`src/rtl/multi_cycle_ctrl_pkg.sv`:
```
// Shared CPU definitions: opcodes, controller state codes, ALU/mux select encodings.
// Imported by the multi-cycle controller and by the ALU control block.
package multi_cycle_ctrl_pkg;

  localparam logic [5:0] OP_RTYPE = 6'b000000;
  localparam logic [5:0] OP_LW    = 6'b100011;
  localparam logic [5:0] OP_SW    = 6'b101011;
  localparam logic [5:0] OP_BEQ   = 6'b000100;
  localparam logic [5:0] OP_J     = 6'b000010;
  localparam logic [5:0] OP_ADDI  = 6'b001000;

  typedef enum logic [3:0] {
    S_FETCH    = 4'd0,
    S_DECODE   = 4'd1,
    S_MEM_ADDR = 4'd2,
    S_MEM_RD   = 4'd3,
    S_MEM_WB   = 4'd4,
    S_MEM_WR   = 4'd5,
    S_R_EXEC   = 4'd6,
    S_R_WB     = 4'd7,
    S_BRANCH   = 4'd8,
    S_JUMP     = 4'd9,
    S_I_EXEC   = 4'd10,
    S_I_WB     = 4'd11
  } state_t;

  // ALU control class: add, subtract (compare), or decode from funct field
  localparam logic [1:0] ALUOP_ADD   = 2'b00;
  localparam logic [1:0] ALUOP_SUB   = 2'b01;
  localparam logic [1:0] ALUOP_FUNCT = 2'b10;

  localparam logic [1:0] SRCB_REG  = 2'b00;
  localparam logic [1:0] SRCB_FOUR = 2'b01;
  localparam logic [1:0] SRCB_IMM  = 2'b10;
  localparam logic [1:0] SRCB_BOFF = 2'b11;

  localparam logic [1:0] PCSRC_ALU    = 2'b00;
  localparam logic [1:0] PCSRC_ALUOUT = 2'b01;
  localparam logic [1:0] PCSRC_JUMP   = 2'b10;

  // Raw per-state controls; last marks an instruction's final state and
  // waits marks states whose strobes depend on memory completion.
  typedef struct packed {
    logic       ir_write;
    logic       mdr_write;
    logic       ab_write;
    logic       aluout_write;
    logic       pc_write;
    logic       pc_write_cond;
    logic       iord;
    logic       mem_read;
    logic       mem_write;
    logic       reg_write;
    logic       reg_dst;
    logic       mem_to_reg;
    logic       alu_src_a;
    logic [1:0] alu_src_b;
    logic [1:0] alu_op;
    logic [1:0] pc_source;
    logic       last;
    logic       waits;
  } ctrl_t;

  function automatic logic opcode_legal(input logic [5:0] op);
    case (op)
      OP_RTYPE, OP_LW, OP_SW, OP_BEQ, OP_J, OP_ADDI: opcode_legal = 1'b1;
      default:                                       opcode_legal = 1'b0;
    endcase
  endfunction

endpackage

```
`src/rtl/multi_cycle_ctrl_decode.sv`:
```
// Combinational state-to-control mapping for the multi-cycle controller.
// Unknown state codes decode to all-zero controls.
module ctrl_decode
  import multi_cycle_ctrl_pkg::*;
(
  input  logic [3:0] state,
  output ctrl_t      ctrl
);

  always_comb begin
    ctrl = '0;
    case (state)
      S_FETCH: begin
        ctrl.mem_read  = 1'b1;
        ctrl.ir_write  = 1'b1;
        ctrl.pc_write  = 1'b1;
        ctrl.alu_src_b = SRCB_FOUR;
        ctrl.alu_op    = ALUOP_ADD;
        ctrl.pc_source = PCSRC_ALU;
        ctrl.waits     = 1'b1;
      end
      S_DECODE: begin
        ctrl.ab_write     = 1'b1;
        ctrl.aluout_write = 1'b1;
        ctrl.alu_src_b    = SRCB_BOFF;
        ctrl.alu_op       = ALUOP_ADD;
      end
      S_MEM_ADDR, S_I_EXEC: begin
        ctrl.alu_src_a    = 1'b1;
        ctrl.alu_src_b    = SRCB_IMM;
        ctrl.alu_op       = ALUOP_ADD;
        ctrl.aluout_write = 1'b1;
      end
      S_MEM_RD: begin
        ctrl.iord      = 1'b1;
        ctrl.mem_read  = 1'b1;
        ctrl.mdr_write = 1'b1;
        ctrl.waits     = 1'b1;
      end
      S_MEM_WB: begin
        ctrl.reg_write  = 1'b1;
        ctrl.mem_to_reg = 1'b1;
        ctrl.last       = 1'b1;
      end
      S_MEM_WR: begin
        ctrl.iord      = 1'b1;
        ctrl.mem_write = 1'b1;
        ctrl.last      = 1'b1;
        ctrl.waits     = 1'b1;
      end
      S_R_EXEC: begin
        ctrl.alu_src_a    = 1'b1;
        ctrl.alu_src_b    = SRCB_REG;
        ctrl.alu_op       = ALUOP_FUNCT;
        ctrl.aluout_write = 1'b1;
      end
      S_R_WB: begin
        ctrl.reg_write = 1'b1;
        ctrl.reg_dst   = 1'b1;
        ctrl.last      = 1'b1;
      end
      S_BRANCH: begin
        ctrl.alu_src_a     = 1'b1;
        ctrl.alu_src_b     = SRCB_REG;
        ctrl.alu_op        = ALUOP_SUB;
        ctrl.pc_write_cond = 1'b1;
        ctrl.pc_source     = PCSRC_ALUOUT;
        ctrl.last          = 1'b1;
      end
      S_JUMP: begin
        ctrl.pc_write  = 1'b1;
        ctrl.pc_source = PCSRC_JUMP;
        ctrl.last      = 1'b1;
      end
      S_I_WB: begin
        ctrl.reg_write = 1'b1;
        ctrl.last      = 1'b1;
      end
      default: ctrl = '0;
    endcase
  end

endmodule

```
`src/rtl/multi_cycle_ctrl.sv`:
```
// Multi-cycle CPU main controller: state register, next-state logic and
// output qualification (memory-ready gating, branch PC enable, reset forcing).
module multi_cycle_ctrl
  import multi_cycle_ctrl_pkg::*;
#(
  parameter bit WAIT_EN = 1'b1
) (
  input  logic       clk,
  input  logic       rst,
  input  logic [5:0] opcode,
  input  logic       zero,
  input  logic       mem_ready,
  output logic       ir_write,
  output logic       mdr_write,
  output logic       ab_write,
  output logic       aluout_write,
  output logic       pc_en,
  output logic       iord,
  output logic       mem_read,
  output logic       mem_write,
  output logic       reg_write,
  output logic       reg_dst,
  output logic       mem_to_reg,
  output logic       alu_src_a,
  output logic [1:0] alu_src_b,
  output logic [1:0] alu_op,
  output logic [1:0] pc_source,
  output logic [3:0] state,
  output logic       instr_done,
  output logic       illegal_op
);

  state_t state_q;
  state_t state_d;
  ctrl_t  ctrl;
  logic   rdy;
  logic   gate;
  logic   en_ok;

  assign rdy = WAIT_EN ? mem_ready : 1'b1;

  always_ff @(posedge clk) begin
    if (rst) state_q <= S_FETCH;
    else     state_q <= state_d;
  end

  always_comb begin
    state_d = S_FETCH;
    case (state_q)
      S_FETCH:  state_d = rdy ? S_DECODE : S_FETCH;
      S_DECODE: begin
        case (opcode)
          OP_RTYPE:     state_d = S_R_EXEC;
          OP_LW, OP_SW: state_d = S_MEM_ADDR;
          OP_BEQ:       state_d = S_BRANCH;
          OP_J:         state_d = S_JUMP;
          OP_ADDI:      state_d = S_I_EXEC;
          default:      state_d = S_FETCH;
        endcase
      end
      S_MEM_ADDR: state_d = (opcode == OP_LW) ? S_MEM_RD : S_MEM_WR;
      S_MEM_RD:   state_d = rdy ? S_MEM_WB : S_MEM_RD;
      S_MEM_WB:   state_d = S_FETCH;
      S_MEM_WR:   state_d = rdy ? S_FETCH : S_MEM_WR;
      S_R_EXEC:   state_d = S_R_WB;
      S_R_WB:     state_d = S_FETCH;
      S_BRANCH:   state_d = S_FETCH;
      S_JUMP:     state_d = S_FETCH;
      S_I_EXEC:   state_d = S_I_WB;
      S_I_WB:     state_d = S_FETCH;
      default:    state_d = S_FETCH;
    endcase
  end

  ctrl_decode u_decode (
    .state (state_q),
    .ctrl  (ctrl)
  );

  // Strobes of memory states fire only in the cycle the access completes,
  // so a stalled fetch or store never double-loads or double-reports.
  assign gate  = ~ctrl.waits | rdy;
  assign en_ok = ~rst;

  assign ir_write     = ctrl.ir_write & gate & en_ok;
  assign mdr_write    = ctrl.mdr_write & gate & en_ok;
  assign ab_write     = ctrl.ab_write & en_ok;
  assign aluout_write = ctrl.aluout_write & en_ok;
  assign pc_en        = ((ctrl.pc_write & gate) | (ctrl.pc_write_cond & zero)) & en_ok;
  assign iord         = ctrl.iord;
  assign mem_read     = ctrl.mem_read & en_ok;
  assign mem_write    = ctrl.mem_write & en_ok;
  assign reg_write    = ctrl.reg_write & en_ok;
  assign reg_dst      = ctrl.reg_dst;
  assign mem_to_reg   = ctrl.mem_to_reg;
  assign alu_src_a    = ctrl.alu_src_a;
  assign alu_src_b    = ctrl.alu_src_b;
  assign alu_op       = ctrl.alu_op;
  assign pc_source    = ctrl.pc_source;
  assign state        = state_q;
  assign instr_done   = ctrl.last & gate & en_ok;
  assign illegal_op   = (state_q == S_DECODE) & ~opcode_legal(opcode) & en_ok;

endmodule

```
`config.mk`:
```
export PLATFORM = sky130hd
export DESIGN_NAME = multi_cycle_ctrl
export DESIGN_NICKNAME = d
export VERILOG_FILES = /design/src/rtl/multi_cycle_ctrl_pkg.sv /design/src/rtl/multi_cycle_ctrl_decode.sv /design/src/rtl/multi_cycle_ctrl.sv
export SDC_FILE = /design/constraint.sdc
export NUM_CORES = 1
export LEC_CHECK = 0
export CORE_MARGIN = 2
export CORE_UTILIZATION = 40
export DETAILED_ROUTE_END_ITERATION = 10
export DONT_BUFFER_PORTS = 1
export GPL_TIMING_DRIVEN = 0
export PLACE_DENSITY = 0.61
export SYNTH_ARGS = -nofsm -noshare
export SYNTH_HDL_FRONTEND = slang
export SYNTH_SLANG_ARGS = --single-unit
```
`constraint.sdc`:
```
create_clock -name clk -period 1.7 [get_ports clk]
set_clock_uncertainty 0.05 [all_clocks]
set_input_delay 0.17 -clock clk [delete_from_list [all_inputs] [get_ports clk]]
set_output_delay 0.17 -clock clk [all_outputs]
set_load 0.05 [all_outputs]
```
# Yosys cells after proc, flatten, opt, wreduce, memory -nomap -nowiden
# Cells that the tools add are included.
[op_classes]
muxes = 24
shift = 0
n_reduce_logical = 13
n_div = 0
n_eq_ne = 16
n_mul = 0
addsub = 0
bitwise = 21
magnitude_cmp = 0
[ops]
columns = ["operator", "n"]
rows = [
  ["$pmux 4 s5", 2],
  ["$pmux 4 s7", 1],
  ["$mux 1", 17],
  ["$and 1x1->1", 16],
  ["$eq 4x3->1 const B", 4],
  ["$eq 4x4->1 const B", 4],
  ["$eq 6x6->1 const B", 2],
  ["$reduce_or 6->1", 2],
  ["$reduce_or 2->1", 5],
  ["$mux 3", 3],
  ["$eq 4x2->1 const B", 2],
  ["$reduce_or 4->1", 2],
  ["$eq 6x2->1 const B", 1],
  ["$eq 6x3->1 const B", 1],
  ["$eq 6x4->1 const B", 1],
  ["$logic_not 6->1", 1],
  ["$reduce_or 3->1", 2],
  ["$eq 4x1->1 const B", 1],
  ["$logic_not 4->1", 1],
  ["$pmux 2 s2", 1],
  ["$not 1->1", 3],
  ["$or 1x1->1", 2],
]
[word_totals]
n_memories = 0
latchBits = 0
mem_bits_rw = 0
out_inout_bits = 24
register_bits = 4
mem_bits_ro = 0

# Logic depth before layout (Yosys ltp)
[logic_depth]
ltp_word = 8
ltp_mapped = 5
ltp_nobuf = 4

# By module
# A second synthesis with hierarchy kept.
[unflattened]
cells_unflattened = 107
hier_area_um2 = 734.5
[modules_own_cells]
columns = ["module", "seq_area_each_um2", "n_inst", "cells_each", "area_each_um2"]
rows = [
  ["multi_cycle_ctrl", 80.1, 1, 70, 490.5],
  ["ctrl_decode", 0.0, 1, 37, 244.0],
]

# Worst setup path before layout
# OpenSTA, ideal clock, no wires.
[synth_timing]
path_kind = "reg2out"
startpoint = "reg state_q[3] (netlist: state[3])"
endpoint = "out instr_done"
path_stages_with_launch = 5
slack_ns = -2.272
n_path_buf = 2
arrival_time_ns = 3.752
cell_sequence = "dfxtp_1 > clkbuf_1 > clkbuf_1 > nor2_1 > a2111oi_0"
[synth_between]
elab_chain_len = 7
word_cells_on_any_way = 16
cone_classes = "eq/ne: 7; mux: 2; bitwise: 4; reduce/logical: 3"
[synth_rtl]
columns = ["item", "line_no", "rtl"]
rows = [
  ["start, declared", "multi_cycle_ctrl.sv:33", "state_t state_q;"],
  ["start signal, assigned", "multi_cycle_ctrl.sv:44", "else state_q <= state_d;"],
  ["$eq 4x3->1, or another cell as far along", "multi_cycle_ctrl_decode.sv:12", "case (state)"],
  ["$reduce_or 3->1 (no source line)", "--", ""],
  ["$mux 1", "multi_cycle_ctrl_decode.sv:12", ""],
  ["$not 1->1", "multi_cycle_ctrl.sv:82", "assign gate = ~ctrl.waits | rdy;"],
  ["$or 1x1->1", "multi_cycle_ctrl.sv:82", ""],
  ["$and 1x1->1 * (2 in a row)", "multi_cycle_ctrl.sv:101", "assign instr_done = ctrl.last & gate & en_ok;"],
  ["end, declared", "multi_cycle_ctrl.sv:29", "output logic instr_done,"],
]
# Mark *: on every way between the ends. The rest lies on a longest branch, timed or not.

# Worst setup path in the final report
[layout_timing]
startpoint = "reg state_q[2] (netlist: state[2])"
endpoint = "out illegal_op"
[layout_between]
elab_chain_len = 3
[layout_rtl]
columns = ["item", "line_no", "rtl"]
rows = [
  ["$eq 4x1->1", "multi_cycle_ctrl.sv:102", "assign illegal_op = (state_q == S_DECODE) & ~opcode_legal(opcode) & en_ok;"],
  ["$and 1x1->1 (2 in a row)", "multi_cycle_ctrl.sv:102", ""],
  ["end, declared", "multi_cycle_ctrl.sv:30", "output logic illegal_op"],
]
# No other way between the ends.

==> metrics.txt <==
YS warnings=0; Post-route DRC=0; PnR worst setup slack=-520.2 ps; Final nets=118; gpl congestion=0.8022; most frequent cell after synthesis=nor3_1; library cells used by synthesis=32; status=complete, but fails checks; num rows=13; Final Cycle Share=130.6%; Largest register FFs=4; GR Util All Layers=24.83%; CTS Sinks=4; reg2reg path depth=5; sequential area share after synthesis=14.65%; Critical Path Fanout Max=3; failing checks=setup timing; synth cell count leaders=13 x nor3_1, 12 x nor2_1, 6 x clkbuf_1, 6 x nand2b_1, 5 x a21oi_1; CTS buffer count=3; syn avg cell area=6.509 µm²; critical path type=register to primary output; post-DP HPWL=1.287 mm; FF-to-FF Start=state[0]; Worst-Margin Slew=830.7 ps; DR pass1 iterations=4; P per Cell Area=345.9 nW/µm²; ranking of synthesized cells by area=dfxtp_1 15%, nor3_1 12%, nor2_1 8.2%; required time of the critical path=1480 ps; Synth area leader=dfxtp_1; share of layout cells above drive strength 1=69.16%; post-synthesis net count=94; Worst slew margin=44.32%; I/O pin count=34; number of enable flip-flop cells after synthesis=0; first-pass GRT wire length=2.780 mm; Startpoint Class=register; Min-Delay Path Depth=2; reg2reg end=state[3]; area delta synth->final=123.1%; antenna violations before repair=0; GRT overflow=0; Max IR drop VDD=0.0002750 V; Pleak=0.4206 nW; number of port buffers=0; WL per Instance=28.01 µm; max_cap viols=0; clk root buf=clkbuf_4; Hold Fails Final Rpt=0; initial core utilization=42.55%; CTS tree=yes; setup TNS=-5509 ps; WHS Endpoint=state[0]; H-tree Lvls=1; Yosys top cell area share=14.65%; Final min period=2220 ps; Die Wd=40.97 µm; RSZ-0062 raised after global routing=true; Hold Path Class=input pin to register; clk_lat worst skew=250 ps; Clock Path Buffers=2; R2R Setup Slk=-210 ps; Peak Freq=0.4504 GHz; Post-DRT Antenna Nets=0; Worst Min Path Start=opcode[1]; Inserted Diodes=0; number of global-route vias before repair=680; synthesized area=546.8 µm²; Final Max Slew Viols=0; Worst Setup End Kind=primary output; non-filler instance count after layout=122; crit path DAT=2000 ps; dpl cells=99; via count=921; die area=1679 µm²; Die H=40.97 µm; Setup Viol. Count Final=20; Worst-path clk slew=50 ps; First DRT Iteration DRCs=63; ys async rst share=0%; Top FF cell, synth=dfxtp_1; Via density=7.549; largest net degree at the start of global routing=11; filler instances=35; Synth Register Bits=4; cell count after synthesis=84; Core ar.=1285 µm²; Routed WL=3.417 mm
-- final cells by class --
type / instances / area [µm²] / share of cell area (%)
Multi-Input combinational cell: 73 / 753.2 / 61.74
Tap cell: 15 / 18.77 / 1.538
Buffer: 7 / 140.1 / 11.49
Sequential cell: 4 / 95.09 / 7.795
Clock buffer: 4 / 26.28 / 2.154
Timing Repair Buffer: 19 / 186.4 / 15.28
-- repair_timing --
item | CTS | global route
resized for setup | 34 | 16
setup endpoints to repair | 19 | 20
hold endpoints to repair | 0 | 0
cloned | 0 | 1
pin swaps | 12 | 13
setup buffers | 13 | 8
hold buffers | 0 | 0
-- cells in the final DEF, fill, tap and decap left out, types with 3 or more instances in the layout --
| cell type | count |
|---|---|
| buf_4 | 9 |
| buf_6 | 8 |
| nor3_4 | 8 |
| nor2_4 | 7 |
| clkbuf_16 | 4 |
| nand2b_4 | 4 |
| nor2_1 | 4 |
| dfxtp_4 | 4 |
| nand2_1 | 3 |
| nor3_1 | 3 |
| a21oi_1 | 3 |
| o21bai_1 | 3 |
| clkbuf_4 | 3 |
-- critical path: stages (launching register included) --
cell and delay (ps):
dfxtp_4 410, buf_6 150, nor3_4 180, nor2b_4 420, o31ai_4 150, nor3_4 440
-- how the worst max path moves through the flow --
stage                 endpoint  slack (ps)  cells after the start     start
finish              illegal_op        -520                      5  state[2]
global route        illegal_op        -560                      5  state[2]
CTS                 illegal_op        -450                      5  state[2]
detailed placement   reg_write        -310                      5  state[3]
global placement    illegal_op        -310                      5  state[2]
floorplan           illegal_op        -240                      5  state[2]
-- per-layer routing --
layer,up-vias,GRT usage (%),share of wire (%)
li1,363,-,-
met1,425,28.76,34
met2,109,46.88,47
met3,24,4.891,13
met4,0,3.333,6.4
met5,-,0,0
-- power by group --
part | switching (mW) | internal, mW
Combinational | 0.107 | 0.0715
Clock | 0.0536 | 0.0890
Sequential | 0.00940 | 0.0912
Total | 0.170 | 0.252
-- stage by stage --
stage               area (µm²)  power [mW]  hold slack [ps]  setup slack, ps  utilization [%]
floorplan                784.5      0.2088            283.1           -243.7                -
CTS                       1097      0.3811            80.14           -452.4            85.39
global route              1220      0.4317            106.8           -562.1            94.94
global placement         803.3      0.2166            305.1           -308.6            62.51
finish                    1220      0.4220            108.8           -520.2            94.94
detailed placement       803.3      0.2183            314.4           -311.3            62.51
-- cell families (layout without fill, tap and decap cells) --
kind of cell	Yosys count	after routing	share of synthesized area (%)
AOI/OAI and AO/OA	23	23	29.98
xor gates and xnor gates	2	2	3.204
buffers and inverters	7	30	5.492
DFF	4	4	14.65
and+or+nand+nor	48	48	46.68
(Power assumes the default switching activity.)
